File: src/rtl/instr_encoder.sv
// RV64I instruction encoder: turns decoded fields into 32-bit words for instruction memory,
// with a one-deep registered output stage, a byte-address counter and an immediate range check.
module instr_encoder #(
  parameter logic [63:0] BASE_ADDR = 64'h0
) (
  input  logic        clk,
  input  logic        reset_n,
  input  logic        in_valid,
  output logic        in_ready,
  input  logic [1:0]  in_fmt,
  input  logic [1:0]  in_funct,
  input  logic [4:0]  in_rd,
  input  logic [4:0]  in_rs1,
  input  logic [4:0]  in_rs2,
  input  logic [63:0] in_imm,
  output logic        out_valid,
  input  logic        out_ready,
  output logic [31:0] out_instr,
  output logic [63:0] out_addr,
  output logic        err
);

  typedef enum logic [1:0] {
    FMT_LOAD   = 2'b00,
    FMT_STORE  = 2'b01,
    FMT_RTYPE  = 2'b10,
    FMT_BRANCH = 2'b11
  } fmt_e;

  logic        r_valid;
  logic [31:0] r_instr;
  logic [63:0] r_addr;
  logic [63:0] r_cnt;
  logic        r_err;

  logic        w_accept;
  logic        w_drain;
  logic        w_legal;
  logic [63:0] w_nextCnt;
  logic [31:0] w_enc;
  logic [6:0]  w_funct7;
  logic [2:0]  w_f3;
  fmt_e        w_fmt;

  assign w_fmt     = fmt_e'(in_fmt);
  assign in_ready  = !r_valid || out_ready;
  assign w_accept  = in_valid && in_ready;
  assign w_drain   = r_valid && out_ready;
  assign w_nextCnt = w_drain ? r_cnt + 64'd4 : r_cnt;

  // Sign-extension check: all upper bits must match the top bit of the encodable field.
  always_comb begin
    w_legal = 1'b1;
    case (w_fmt)
      FMT_LOAD, FMT_STORE: w_legal = (&in_imm[63:11]) || !(|in_imm[63:11]);
      FMT_BRANCH:          w_legal = ((&in_imm[63:12]) || !(|in_imm[63:12])) && !in_imm[0];
      default:             w_legal = 1'b1;
    endcase
  end

  always_comb begin
    w_funct7 = (in_funct == 2'b01) ? 7'b0100000 : 7'b0000000;
    w_f3     = 3'b000;
    case (in_funct)
      2'b10:   w_f3 = 3'b111;
      2'b11:   w_f3 = 3'b110;
      default: w_f3 = 3'b000;
    endcase
    w_enc = 32'h0;
    case (w_fmt)
      FMT_LOAD:   w_enc = {in_imm[11:0], in_rs1, 3'b011, in_rd, 7'b0000011};
      FMT_STORE:  w_enc = {in_imm[11:5], in_rs2, in_rs1, 3'b011, in_imm[4:0], 7'b0100011};
      FMT_RTYPE:  w_enc = {w_funct7, in_rs2, in_rs1, w_f3, in_rd, 7'b0110011};
      FMT_BRANCH: w_enc = {in_imm[12], in_imm[10:5], in_rs2, in_rs1, 3'b000,
                           in_imm[4:1], in_imm[11], 7'b1100011};
      default:    w_enc = 32'h0;
    endcase
  end

  // Illegal requests consume the handshake but leave the output stage draining as if idle.
  always_ff @(posedge clk) begin
    if (!reset_n) begin
      r_valid <= 1'b0;
      r_instr <= 32'h0;
      r_addr  <= BASE_ADDR;
      r_cnt   <= BASE_ADDR;
      r_err   <= 1'b0;
    end else begin
      r_cnt <= w_nextCnt;
      if (w_accept && w_legal) begin
        r_valid <= 1'b1;
        r_instr <= w_enc;
        r_addr  <= w_nextCnt;
      end else if (w_drain) begin
        r_valid <= 1'b0;
      end
      if (w_accept && !w_legal) begin
        r_err <= 1'b1;
      end
    end
  end

  assign out_valid = r_valid;
  assign out_instr = r_instr;
  assign out_addr  = r_addr;
  assign err       = r_err;

endmodule
File: config.mk
export PLATFORM = sky130hd
export DESIGN_NAME = instr_encoder
export DESIGN_NICKNAME = d
export VERILOG_FILES = /design/src/rtl/instr_encoder.sv
export SDC_FILE = /design/constraint.sdc
export NUM_CORES = 1
export LEC_CHECK = 0
export ABC_AREA = 1
export CAP_MARGIN = 25
export CORE_ASPECT_RATIO = 1.4
export CORE_MARGIN = 5
export CORE_UTILIZATION = 40
export CTS_CLUSTER_DIAMETER = 30
export DETAILED_ROUTE_END_ITERATION = 7
export PLACE_DENSITY = 0.69
export SYNTH_ARGS = -nofsm -noshare
export SYNTH_HDL_FRONTEND = slang
export SYNTH_SLANG_ARGS = --single-unit
File: constraint.sdc
create_clock -name clk -period 1.8 [get_ports clk]
set_clock_uncertainty 0.15 [all_clocks]
set_input_delay 0.18 -clock clk [delete_from_list [all_inputs] [get_ports clk]]
set_output_delay 0.18 -clock clk [all_outputs]
set_load 0.05 [all_outputs]
==> Yosys cells after proc, flatten, opt, wreduce, memory -nomap -nowiden <==
Index checks and enable logic that the tools add are counted.
Widths: inputs -> output; s select.
{ "totals": {"latch_bits": 0, "output_inout_bits": 99, "mem_bits_rw": 0, "rom_bits": 0, "ff_bits": 162, "n_memories": 0, "word_cells": 39} }
{ "classes": {"n_reduce_logical": 20, "multipliers": 0, "n_bitwise": 0, "muxes": 7, "n_lt_le_gt_ge": 0, "n_shift": 0, "eq_ne": 6, "addsub": 1, "n_div": 0} }
{ "ops": {"columns": ["cell", "n"], "rows": [
  ["$pmux 32 s4", 1],
  ["$add 64x3->64 const B", 1],
  ["$mux 64", 1],
  ["$reduce_and 53->1", 1],
  ["$reduce_or 53->1", 1],
  ["$reduce_and 52->1", 1],
  ["$reduce_or 52->1", 1],
  ["$eq 2x2->1 const B", 4],
  ["$mux 6", 1],
  ["$pmux 3 s2", 1],
  ["$logic_and 1x1->1", 5],
  ["$logic_not 1->1", 5],
  ["$eq 2x1->1 const B", 2],
  ["$logic_or 1x1->1", 3],
  ["$logic_not 2->1", 1],
  ["$mux 1", 2],
  ["$pmux 1 s2", 1],
  ["$reduce_bool 2->1", 1],
  ["$reduce_or 2->1", 1]
]} }

==> Logic depth before layout (Yosys ltp) <==
Gate-level depths: netlist of the first run.
{ "logic_depth": {"ltp_word": 7, "ltp_mapped": 16} }

==> Worst setup path before layout of the first run <==
OpenSTA, ideal clock, no wires.
{ "synth_timing": {"kind": "register to register", "from": "register r_valid (netlist: out_valid)", "to": "register r_addr[53] (netlist: out_addr[53])", "setup_ns": 0.113, "slack_ns": -0.423, "t_arrival_ns": 1.960, "stages_incl_launch_ff": 12, "required_time_ns": 1.537, "path_cell_list": "dfxtp_1 nand2_1 inv_1 nand3_1 nor2_2 nand2_1 nor2_2 nand2_1 nand2_1 nand2_1 nor2_1 nor2_1"} }
{ "synth_via": {"elab_chain_cells": 4, "word_cells_on_any_way": 6, "cone_classes": "1 x mux; 5 x reduce/logical"} }
{ "synth_rtl": {"columns": ["element", "line", "source"], "rows": [
  ["from (decl)", "30", "logic r_valid;"],
  ["from (signal assigned)", "83", "r_valid <= 1'b0;"],
  ["from (signal assigned)", "91", "r_valid <= 1'b1;"],
  ["from (signal assigned)", "95", "r_valid <= 1'b0;"],
  ["$logic_not 1->1", "46", "assign in_ready = !r_valid || out_ready;"],
  ["$logic_or 1x1->1", "46", null],
  ["$logic_and 1x1->1", "47", "assign w_accept = in_valid && in_ready;"],
  ["$logic_and 1x1->1", "90", "if (w_accept && w_legal) begin"],
  ["to (signal assigned)", "93", "r_addr <= w_nextCnt;"],
  ["to (decl)", "32", "logic [63:0] r_addr;"]
]} }
Several ways; a longest one is shown, not always the timed one.
A chain may end at the register's enable or synchronous reset.

==> Worst setup path in the final report of the first run <==
{ "layout_timing": {"from": "register r_cnt[11]", "to": "register r_addr[49] (netlist: out_addr[49])"} }
{ "layout_via": {"elab_chain_cells": 2} }
{ "layout_rtl": {"columns": ["element", "line", "source"], "rows": [
  ["from (decl)", "33", "logic [63:0] r_cnt;"],
  ["from (signal assigned)", "89", "r_cnt <= w_nextCnt;"],
  ["$add 64x3->64", "49", "assign w_nextCnt = w_drain ? r_cnt + 64'd4 : r_cnt;"],
  ["$mux 64", "49", null]
]} }
Every way passes these cells.

==> metrics.yaml, run 1 <==
hp-class: "in2reg"
cp.arrival_ns: 2.26
drc_errors: 0
power_mw: 8.84
hold_violations: 0
crit_path_start_kind: "flip-flop"
utilization: 0.654
fmax_mhz: 482
synthFlopType: "dfxtp_1"
antenna_cells: 0
cts_sinks: 155
ys_seq_area_frac: 0.380
period_share: 1.15
root_buffer: "clkbuf_16"
yosysTopAreaCell: "dfxtp_1"
vias: 9139
clkTransAtPathRegs_ns: 0.07
netlist_instances: 1286
grt_max_degree: 95
vias_per_cell: 4.77
grt_pass1_wl_mm: 43.0
fillers: 1754
routed_wl_mm: 28.0
clockBufferDepth: 2
die_area_sq_um: 23400
hold_buffers: 0
synth_area_sq_um: 8160
crit_type: "reg2reg"
synth.area.top_cells: "dfxtp_1 (38%), nand2_1 (16%), nor2_1 (12%)"
place_hpwl_mm: 19.2
path_cells: "nand2_1, nor2_2, nand3b_1, nor2_2, nand3b_1, nor2_4, nand2_1, xnor2_1, buf_4, nor2_4, nor2_1"
critPathSlowestCell: "dfxtp_2"
h-tree-depth: 4
syn_to_final_growth_pct: 60.4
die_y_um: 179
ys_seq_elements: 155
ant_nets: 0
core_area_sq_um: 20000
dpl_cell_area_sq_um: 11200
wl_per_cell_um: 14.6
power_leakage_nw: 6.10
port-buffer-count: 181
synth_cell_types: 39
rows: 61
wl_met1_mm: 10.1
worstPathRequired_ns: 1.98
crit_family: "simple AND/OR/NAND/NOR gates"
firstDrtPassIters: 5
finalCriticalPeriod_ns: 2.08
chipWidth_um: 131
syn_area_per_cell_sq_um: 6.34
fin_area_sq_um: 13100
final.setup.worst_slack_ns: -0.275
clk_latency_ns: 0.44
cts_tree: "yes"
seq_area_sq_um: 3170
drive_gt1_frac: 0.337
synth.cells.most_frequent: "nand2_1 (357), nor2_1 (269), inv_1 (181)"
power.ir.vdd_worst_mv: 0.619
fin_nets: 1739
initialDrtViolationCount: 508
multi_input_area_sq_um: 4850
synth_top_cell_area_share: 0.380
violations: "negative setup slack"
gp_congestion: 0.929
powerDensity_nw_per_um2: 676
dp_slack_ns: -0.643
grt_pass1_vias: 8884
rsz0062_at_grt: "yes"
wl_met3_mm: 1.43
numCtsBuffers: 17
route.met2.wl_mm: 15.2
drv_cap: 0
grt_overflow_total: 0
r2r_slack_ns: -0.28
tns_ns: -8.03
initial_core_util: 0.408
path_buf_inv: 1
cpPeakStageDelay_ns: 0.38
io_pins: 186
grt_use_total: 0.233
crit_path_max_fanout: 5
synth-edff-count: 0
synth_most_common_cell: "nand2_1"
routed.top_layer: "met4"
setup_viol: 68
drv_slew: 0
synth-async-reset-ratio: 0
end_kind: "flip-flop"
antenna_found_initial: 0
yosys_warnings: 0
outcome: "complete, but fails checks"
[cells by family after synthesis]
group                      synth area share
muxes                                0.0123
xor gates and xnor gates             0.0397
AOI/OAI and AO/OA                    0.0367
and+or+nand+nor                       0.405
DFF                                   0.380
buffers and inverters                 0.124
other                              0.000460
adders and majority gates           0.00153
[worst min-delay path, stage by stage]
cell and delay (ns):
buf_2 0.13, buf_12 0.19, nand2_1 0.09, nor2_1 0.03
[sequential cells by signal, summed over array words and instances (netlist names)]
| name | flops |
|---|---|
| out_valid | 1 |
| out_addr | 62 |
| r_cnt | 62 |
| err | 1 |
| out_instr | 29 |
[stage by stage]
| step | hold slack (ns) | cells |
|---|---|---|
| after floorplan | 0.171 | 1289 |
| after global routing | 0.0891 | 1916 |
| after CTS | 0.0855 | 1904 |
| after detailed placement | 0.304 | 1845 |
| final | 0.0771 | 1916 |
| after global placement | 0.299 | 1845 |
[layout by cell type (no fill, tap or decap), types with 31 or more instances in the layout]
cell,n
nand4_1,61
nor2_1,217
nand2_2,31
buf_4,280
inv_1,173
nor2_2,33
dfxtp_1,118
dlygate4sd2_1,39
a21oi_1,46
clkdlybuf4s50_1,32
nand2_1,323
[where the power goes]
group / switching, mW / internal [mW] / leakage [nW] / total [mW]
clock network: 1.52 / 2.31 / 0.301 / 3.83
logic: 0.894 / 0.535 / 4.52 / 1.43
registers: 0.0573 / 3.53 / 1.28 / 3.59
total: 2.47 / 6.37 / 6.10 / 8.84
[routing by layer]
metal | vias to the layer above | global-route usage
li1 | 4664 | -
met1 | 4143 | 0.243
met2 | 261 | 0.439
met3 | 71 | 0.0483
met4 | 0 | 0.102
met5 | - | 0
[worst paths after layout]
| kind | startpoint | to | depth (start not counted) |
|---|---|---|---|
| setup / recovery | r_cnt[11]$_SDFF_PN0_ | out_addr[49]$_SDFFE_PN0P_ | 11 |
| hold / removal | reset_n | out_addr[57]$_SDFFE_PN0P_ | 4 |
| setup reg to reg | r_cnt[11]$_SDFF_PN0_ | out_addr[49]$_SDFFE_PN0P_ | 11 |
| hold reg to reg | out_instr[10]$_SDFFE_PN0P_ | out_instr[10]$_SDFFE_PN0P_ | 2 |
[what timing repair did]
action                     4_1_cts  5_1_grt
resized for setup              195      121
setup endpoints to repair      105      138
gates cloned                     5        2
buffers inserted                22       13
pin swaps                       55       67
[final cells by class]
class	count	area share
clock inverters	11	0.0118
repair buffers	395	0.260
clock buffers	21	0.0360
flip-flops and latches	155	0.242
multi-input cells	893	0.371
inverters	189	0.0547
well taps	252	0.0241
Note: power is estimated with default switching activity, not from simulation.
==> run 2, diff against run 1 <==
Settings changed: CELL_PAD_IN_SITES_DETAIL_PLACEMENT set to 1, CELL_PAD_IN_SITES_GLOBAL_PLACEMENT set to 1, CORE_UTILIZATION 40 to 32, PLACE_DENSITY 0.69 to 0.78.
==> metrics.yaml, run 2 (synthesized netlist as in run 1, its figures left out) <==
outcome: "complete, but fails checks"  # unchanged
violations: "negative setup slack"  # unchanged
power.ir.vdd_worst_mv: 0.669  # was 0.619 mV
seq_area_sq_um: 3200  # was 3170 sq um
final_cell_mix: "nand2_1 (273), buf_4 (268), nor2_1 (195), inv_1 (164), dfxtp_1 (118)"  # was nand2_1 (323), buf_4 (280), nor2_1 (217), inv_1 (173), dfxtp_1 (118)
power_leakage_nw: 6.74  # was 6.10 nW
drv_cap: 0  # unchanged
port-buffer-count: 181  # unchanged
hold_buffers: 0  # unchanged
fin_nets: 1769  # was 1,739
initial_core_util: 0.322  # was 0.408
chipWidth_um: 145  # was 131 um
powerDensity_nw_per_um2: 628  # was 676 nW/um^2
crit_path_max_fanout: 7  # was 5
layout_commonest_cell: "nand2_1"  # unchanged
worstPathRequired_ns: 2.00  # was 1.98 ns
hp-class: "in2reg"  # unchanged
die_y_um: 199  # was 179 um
hold_slack_ns: 0.111  # was 0.0771 ns
p_int_mw: 6.16  # was 6.37 mW
grt_use_total: 0.238  # was 0.233
ant_nets: 0  # unchanged
layoutNonFillerInstCount: 2013  # was 1,916
p_sw_frac: 0.313  # was 0.279
grt_overflow_total: 0  # unchanged
firstDrtPassIters: 5  # unchanged
clk_latency_ns: 0.47  # was 0.44 ns
crit_type: "reg2reg"  # unchanged
drc_errors: 0  # unchanged
syn_to_final_growth_pct: 75.0  # was 60.4%
final.setup.worst_slack_ns: -0.465  # was -0.275 ns
tns_ns: -22.11  # was -8.03 ns
vias_per_cell: 5.16  # was 4.77
routed_wl_mm: 44.3  # was 28.0 mm
rsz0062_at_grt: "yes"  # unchanged
gp_congestion: 0.926  # was 0.929
fillers: 3101  # was 1,754
drv_slew: 0  # unchanged
fmax_mhz: 441  # was 482 MHz
rows: 69  # was 61
seq_power_share: 0.399  # was 0.406
core_area_sq_um: 25300  # was 20,000 sq um
dp_cells: 1916  # was 1,845
multi_input_area_sq_um: 5450  # was 4850 sq um
cts_sinks: 155  # unchanged
io_pins: 186  # unchanged
drive_gt1_frac: 0.412  # was 0.337
antenna_found_initial: 0  # unchanged
wl_per_cell_um: 22.0  # was 14.6 um
clockBufferDepth: 2  # unchanged
cts_tree: "yes"  # unchanged
clkTransAtPathRegs_ns: 0.08  # was 0.07 ns
h-tree-depth: 4  # unchanged
dp_slack_ns: -0.689  # was -0.643 ns
grt_max_degree: 52  # was 95
period_share: 1.26  # was 1.15
place_hpwl_mm: 24.1  # was 19.2 mm
die_area_sq_um: 28800  # was 23,400 sq um
root_buffer: "clkbuf_16"  # unchanged
max-slew-margin-rel: 0.634
antenna_cells: 0  # unchanged
r2r_slack_ns: -0.47  # was -0.28 ns
finalCriticalPeriod_ns: 2.27  # was 2.08 ns
worst_pin_slew_ns: 0.543
cp.arrival_ns: 2.46  # was 2.26 ns
end_kind: "flip-flop"  # unchanged
crit_path_start_kind: "flip-flop"  # unchanged
numCtsBuffers: 17  # unchanged
clock_power_share: 0.423  # was 0.433
setup_viol: 102  # was 68
combPwrFrac: 0.178  # was 0.162
initialDrtViolationCount: 558  # was 508
p_sw_mw: 2.81  # was 2.47 mW
hold_violations: 0  # unchanged
grt_pass1_wl_mm: 54.8  # was 43.0 mm
grt_pass1_vias: 10746  # was 8,884
utilization: 0.564  # was 0.654
vias: 10390  # was 9,139
## run 2: cell types whose count changed in the layout (fill, tap and decap cells not counted), moves of 12 or more
cell,change
nand2_4,+25
nor2_2,+12
nand2_1,-50
buf_6,+31
nor2_1,-22
dfxtp_4,+14
dfxtp_2,-14
buf_4,-12
nand2_2,+24
## run 2: layer usage
metal | up-vias | global-route usage | share of wire
met5 | - | 0 | 0
met4 | 0 | 0.139 | 0.071
met3 | 201 | 0.0547 | 0.053
met2 | 435 | 0.479 | 0.54
met1 | 5034 | 0.213 | 0.33
li1 | 4720 | - | -
## run 2: path summary, 6_finish.rpt
check | startpoint | endpoint | depth (start not counted)
worst min-delay path | reset_n | out_addr[50]$_SDFFE_PN0P_ | 4
worst max-delay path | r_cnt[27]$_SDFF_PN0_ | out_addr[60]$_SDFFE_PN0P_ | 12
worst min register to register | out_instr[11]$_SDFFE_PN0P_ | out_instr[11]$_SDFFE_PN0P_ | 2
worst max register to register | r_cnt[27]$_SDFF_PN0_ | out_addr[60]$_SDFFE_PN0P_ | 12
## run 2: cell type report
cell class / count / share of cell area
inverter: 189 / 0.0507
clock buffer: 17 / 0.0298
multi-input combinational: 893 / 0.382
clock inverter: 15 / 0.0117
tap: 319 / 0.0280
timing repair buffer: 425 / 0.274
sequential: 155 / 0.224
## run 2: power groups by stage
stage	Combinational (mW)	Sequential [mW]	Clock [mW]
2_1_floorplan	0.480	4.04	0
3_5_place_dp	1.43	3.68	0
6_report	1.59	3.58	3.80
5_1_grt	1.68	3.59	3.96
4_1_cts	1.47	3.59	3.76
3_3_place_gp	1.40	3.67	0
## run 2: metrics by stage
| stage | power, mW | area [sq um] |
|---|---|---|
| after CTS | 8.82 | 12900 |
| after global routing | 9.23 | 14300 |
| after detailed placement | 5.11 | 11300 |
| after global placement | 5.07 | 11300 |
| final | 8.97 | 14300 |
| after floorplan | 4.52 | 8210 |
## run 2: critical path, cell delays in order, from the launching register on
cell and delay (ns):
dfxtp_1 0.37, buf_4 0.19, nand4_1 0.16, inv_1 0.11, nand2_2 0.09, nor2_2 0.28, nand3_4 0.15, nor2_4 0.24
nand3_2 0.12, nand2_2 0.10, inv_2 0.04, nor2_2 0.10, nor2_1 0.05
## run 2: repair_timing
action	CTS	global route
pin swaps	91	169
hold endpoints to repair	0	0
gates resized for setup	254	278
gates cloned	4	5
setup buffers	28	38
setup endpoints to repair	137	144
==> run 3, diff against run 2 <==
Settings changed: PLACE_DENSITY 0.78 to 0.87.
==> metrics.yaml, run 3 (synthesized netlist as in run 1, its figures left out) <==
routed_wl_mm: 47.9  # was 44.3 mm
clock_power_share: 0.448  # was 0.423
finalCriticalPeriod_ns: 2.37  # was 2.27 ns
chipWidth_um: 145  # unchanged
clockBufferDepth: 2  # unchanged
grt_pass1_vias: 11337  # was 10,746
wl_per_cell_um: 23.5  # was 22.0 um
tns_ns: -31.41  # was -22.11 ns
antenna_found_initial: 0  # unchanged
outcome: "complete, but fails checks"  # unchanged
ant_nets: 0  # unchanged
syn_to_final_growth_pct: 76.5  # was 75.0%
clkTransAtPathRegs_ns: 0.07  # was 0.08 ns
h-tree-depth: 4  # unchanged
fin_nets: 1792  # was 1,769
multi_input_area_sq_um: 5440  # was 5450 sq um
violations: "negative setup slack"  # unchanged
vias_per_cell: 5.37  # was 5.16
grt_overflow_total: 0  # unchanged
fmax_mhz: 422  # was 441 MHz
cts_sinks: 155  # unchanged
antenna_cells: 0  # unchanged
grt_pass1_wl_mm: 58.3  # was 54.8 mm
cts_tree: "yes"  # unchanged
dp_slack_ns: -0.601  # was -0.689 ns
crit_type: "reg2reg"  # unchanged
drive_gt1_frac: 0.428  # was 0.412
hold_buffers: 0  # unchanged
seq_area_sq_um: 3180  # was 3200 sq um
dp_cells: 1932  # was 1,916
seq_power_share: 0.381  # was 0.399
initialDrtViolationCount: 759  # was 558
final.setup.worst_slack_ns: -0.570  # was -0.465 ns
rsz0062_at_grt: "yes"  # unchanged
period_share: 1.32  # was 1.26
firstDrtPassIters: 7  # was 5
hp-class: "in2reg"  # unchanged
hold_slack_ns: 0.100  # was 0.111 ns
numCtsBuffers: 17  # unchanged
rows: 69  # unchanged
grt_use_total: 0.253  # was 0.238
fillers: 3099  # was 3,101
layoutNonFillerInstCount: 2035  # was 2,013
port-buffer-count: 181  # unchanged
drv_cap: 0  # unchanged
powerDensity_nw_per_um2: 658  # was 628 nW/um^2
utilization: 0.569  # was 0.564
end_kind: "flip-flop"  # unchanged
power.ir.vdd_worst_mv: 0.649  # was 0.669 mV
final_cell_mix: "buf_4 (299), nand2_1 (286), nor2_1 (187), inv_1 (162), dfxtp_1 (118)"  # was nand2_1 (273), buf_4 (268), nor2_1 (195), inv_1 (164), dfxtp_1 (118)
grt_max_degree: 62  # was 52
gp_congestion: 0.879  # was 0.926
worstPathRequired_ns: 2.00  # about the same
crit_path_start_kind: "flip-flop"  # unchanged
core_area_sq_um: 25300  # unchanged
die_area_sq_um: 28800  # unchanged
place_hpwl_mm: 24.6  # was 24.1 mm
p_sw_frac: 0.295  # was 0.313
die_y_um: 199  # unchanged
hold_violations: 0  # unchanged
clk_latency_ns: 0.46  # was 0.47 ns
drv_slew: 0  # unchanged
power_leakage_nw: 6.49  # was 6.74 nW
initial_core_util: 0.322  # unchanged
root_buffer: "clkbuf_16"  # unchanged
drc_errors: 0  # unchanged
crit_path_max_fanout: 3  # was 7
cp.arrival_ns: 2.57  # was 2.46 ns
layout_commonest_cell: "buf_4"  # was nand2_1
vias: 10924  # was 10,390
p_sw_mw: 2.80  # was 2.81 mW
combPwrFrac: 0.171  # was 0.178
p_int_mw: 6.67  # was 6.16 mW
setup_viol: 134  # was 102
io_pins: 186  # unchanged
## run 3: cell types whose count changed in the layout (fill, tap and decap cells not counted), moves of 8 or more
cell	previous run	this run
buf_4	268	299
buf_6	47	34
dfxtp_2	16	26
dlymetal6s2s_1	11	0
dfxtp_4	21	11
nand2_4	30	11
clkbuf_2	1	16
nand2_1	273	286
clkdlybuf4s15_1	10	19
dlygate4sd2_1	31	18
nor2_1	195	187
## run 3: worst paths after layout
kind	slack [ns]	end	start	cells after the start
hold / removal	0.10	r_cnt[29]$_SDFF_PN0_	reset_n	3
setup reg to reg	-0.57	out_addr[28]$_SDFFE_PN0P_	r_cnt[18]$_SDFF_PN0_	12
hold reg to reg	0.32	out_addr[24]$_SDFFE_PN0P_	out_addr[24]$_SDFFE_PN0P_	2
setup / recovery	-0.57	out_addr[28]$_SDFFE_PN0P_	r_cnt[18]$_SDFF_PN0_	12
## run 3: area by class of cell
cell class / count / area share
clock inverter: 10 / 0.0130
sequential: 155 / 0.221
inverter: 189 / 0.0497
multi-input combinational: 893 / 0.378
timing repair buffer: 448 / 0.278
clock buffer: 21 / 0.0327
tap: 319 / 0.0277
## run 3: critical path: stages (launching register included)
cell     delay [ns]
dfxtp_2        0.38
nand2_1        0.14
buf_4          0.18
nor2_4         0.16
nand2_1        0.15
nor2_4         0.16
buf_4          0.14
buf_6          0.13
nand2_4        0.08
xor2_4         0.18
nand4_1        0.08
nand2_1        0.07
nor2_1         0.25
## run 3: metrics by stage
step,area [sq um],power (mW)
3_3_place_gp,11500,5.09
6_report,14400,9.46
5_1_grt,14400,9.72
4_1_cts,13400,9.21
3_5_place_dp,11500,5.14
2_1_floorplan,8210,4.52
## run 3: metal layers
metal  vias up  part of all wire  GRT usage
met5         -                 0          0
met4         0             0.092      0.149
met3       284             0.055     0.0515
met2       565              0.52      0.509
met1      5312              0.33      0.230
li1       4763                 -          -
## run 3: power groups by stage
| stage | registers (mW) | logic [mW] | clock network (mW) |
|---|---|---|---|
| finish | 3.60 | 1.62 | 4.24 |
| global route | 3.61 | 1.70 | 4.42 |
| CTS | 3.60 | 1.48 | 4.14 |
| detailed placement | 3.68 | 1.46 | 0 |
| global placement | 3.68 | 1.42 | 0 |
| floorplan | 4.04 | 0.480 | 0 |
## run 3: what timing repair did
item | CTS | global route
hold endpoints to repair | 0 | 0
pin swaps | 99 | 175
resized for setup | 298 | 229
cloned | 3 | 4
endpoints found under the setup margin | 137 | 146
setup buffers | 43 | 31
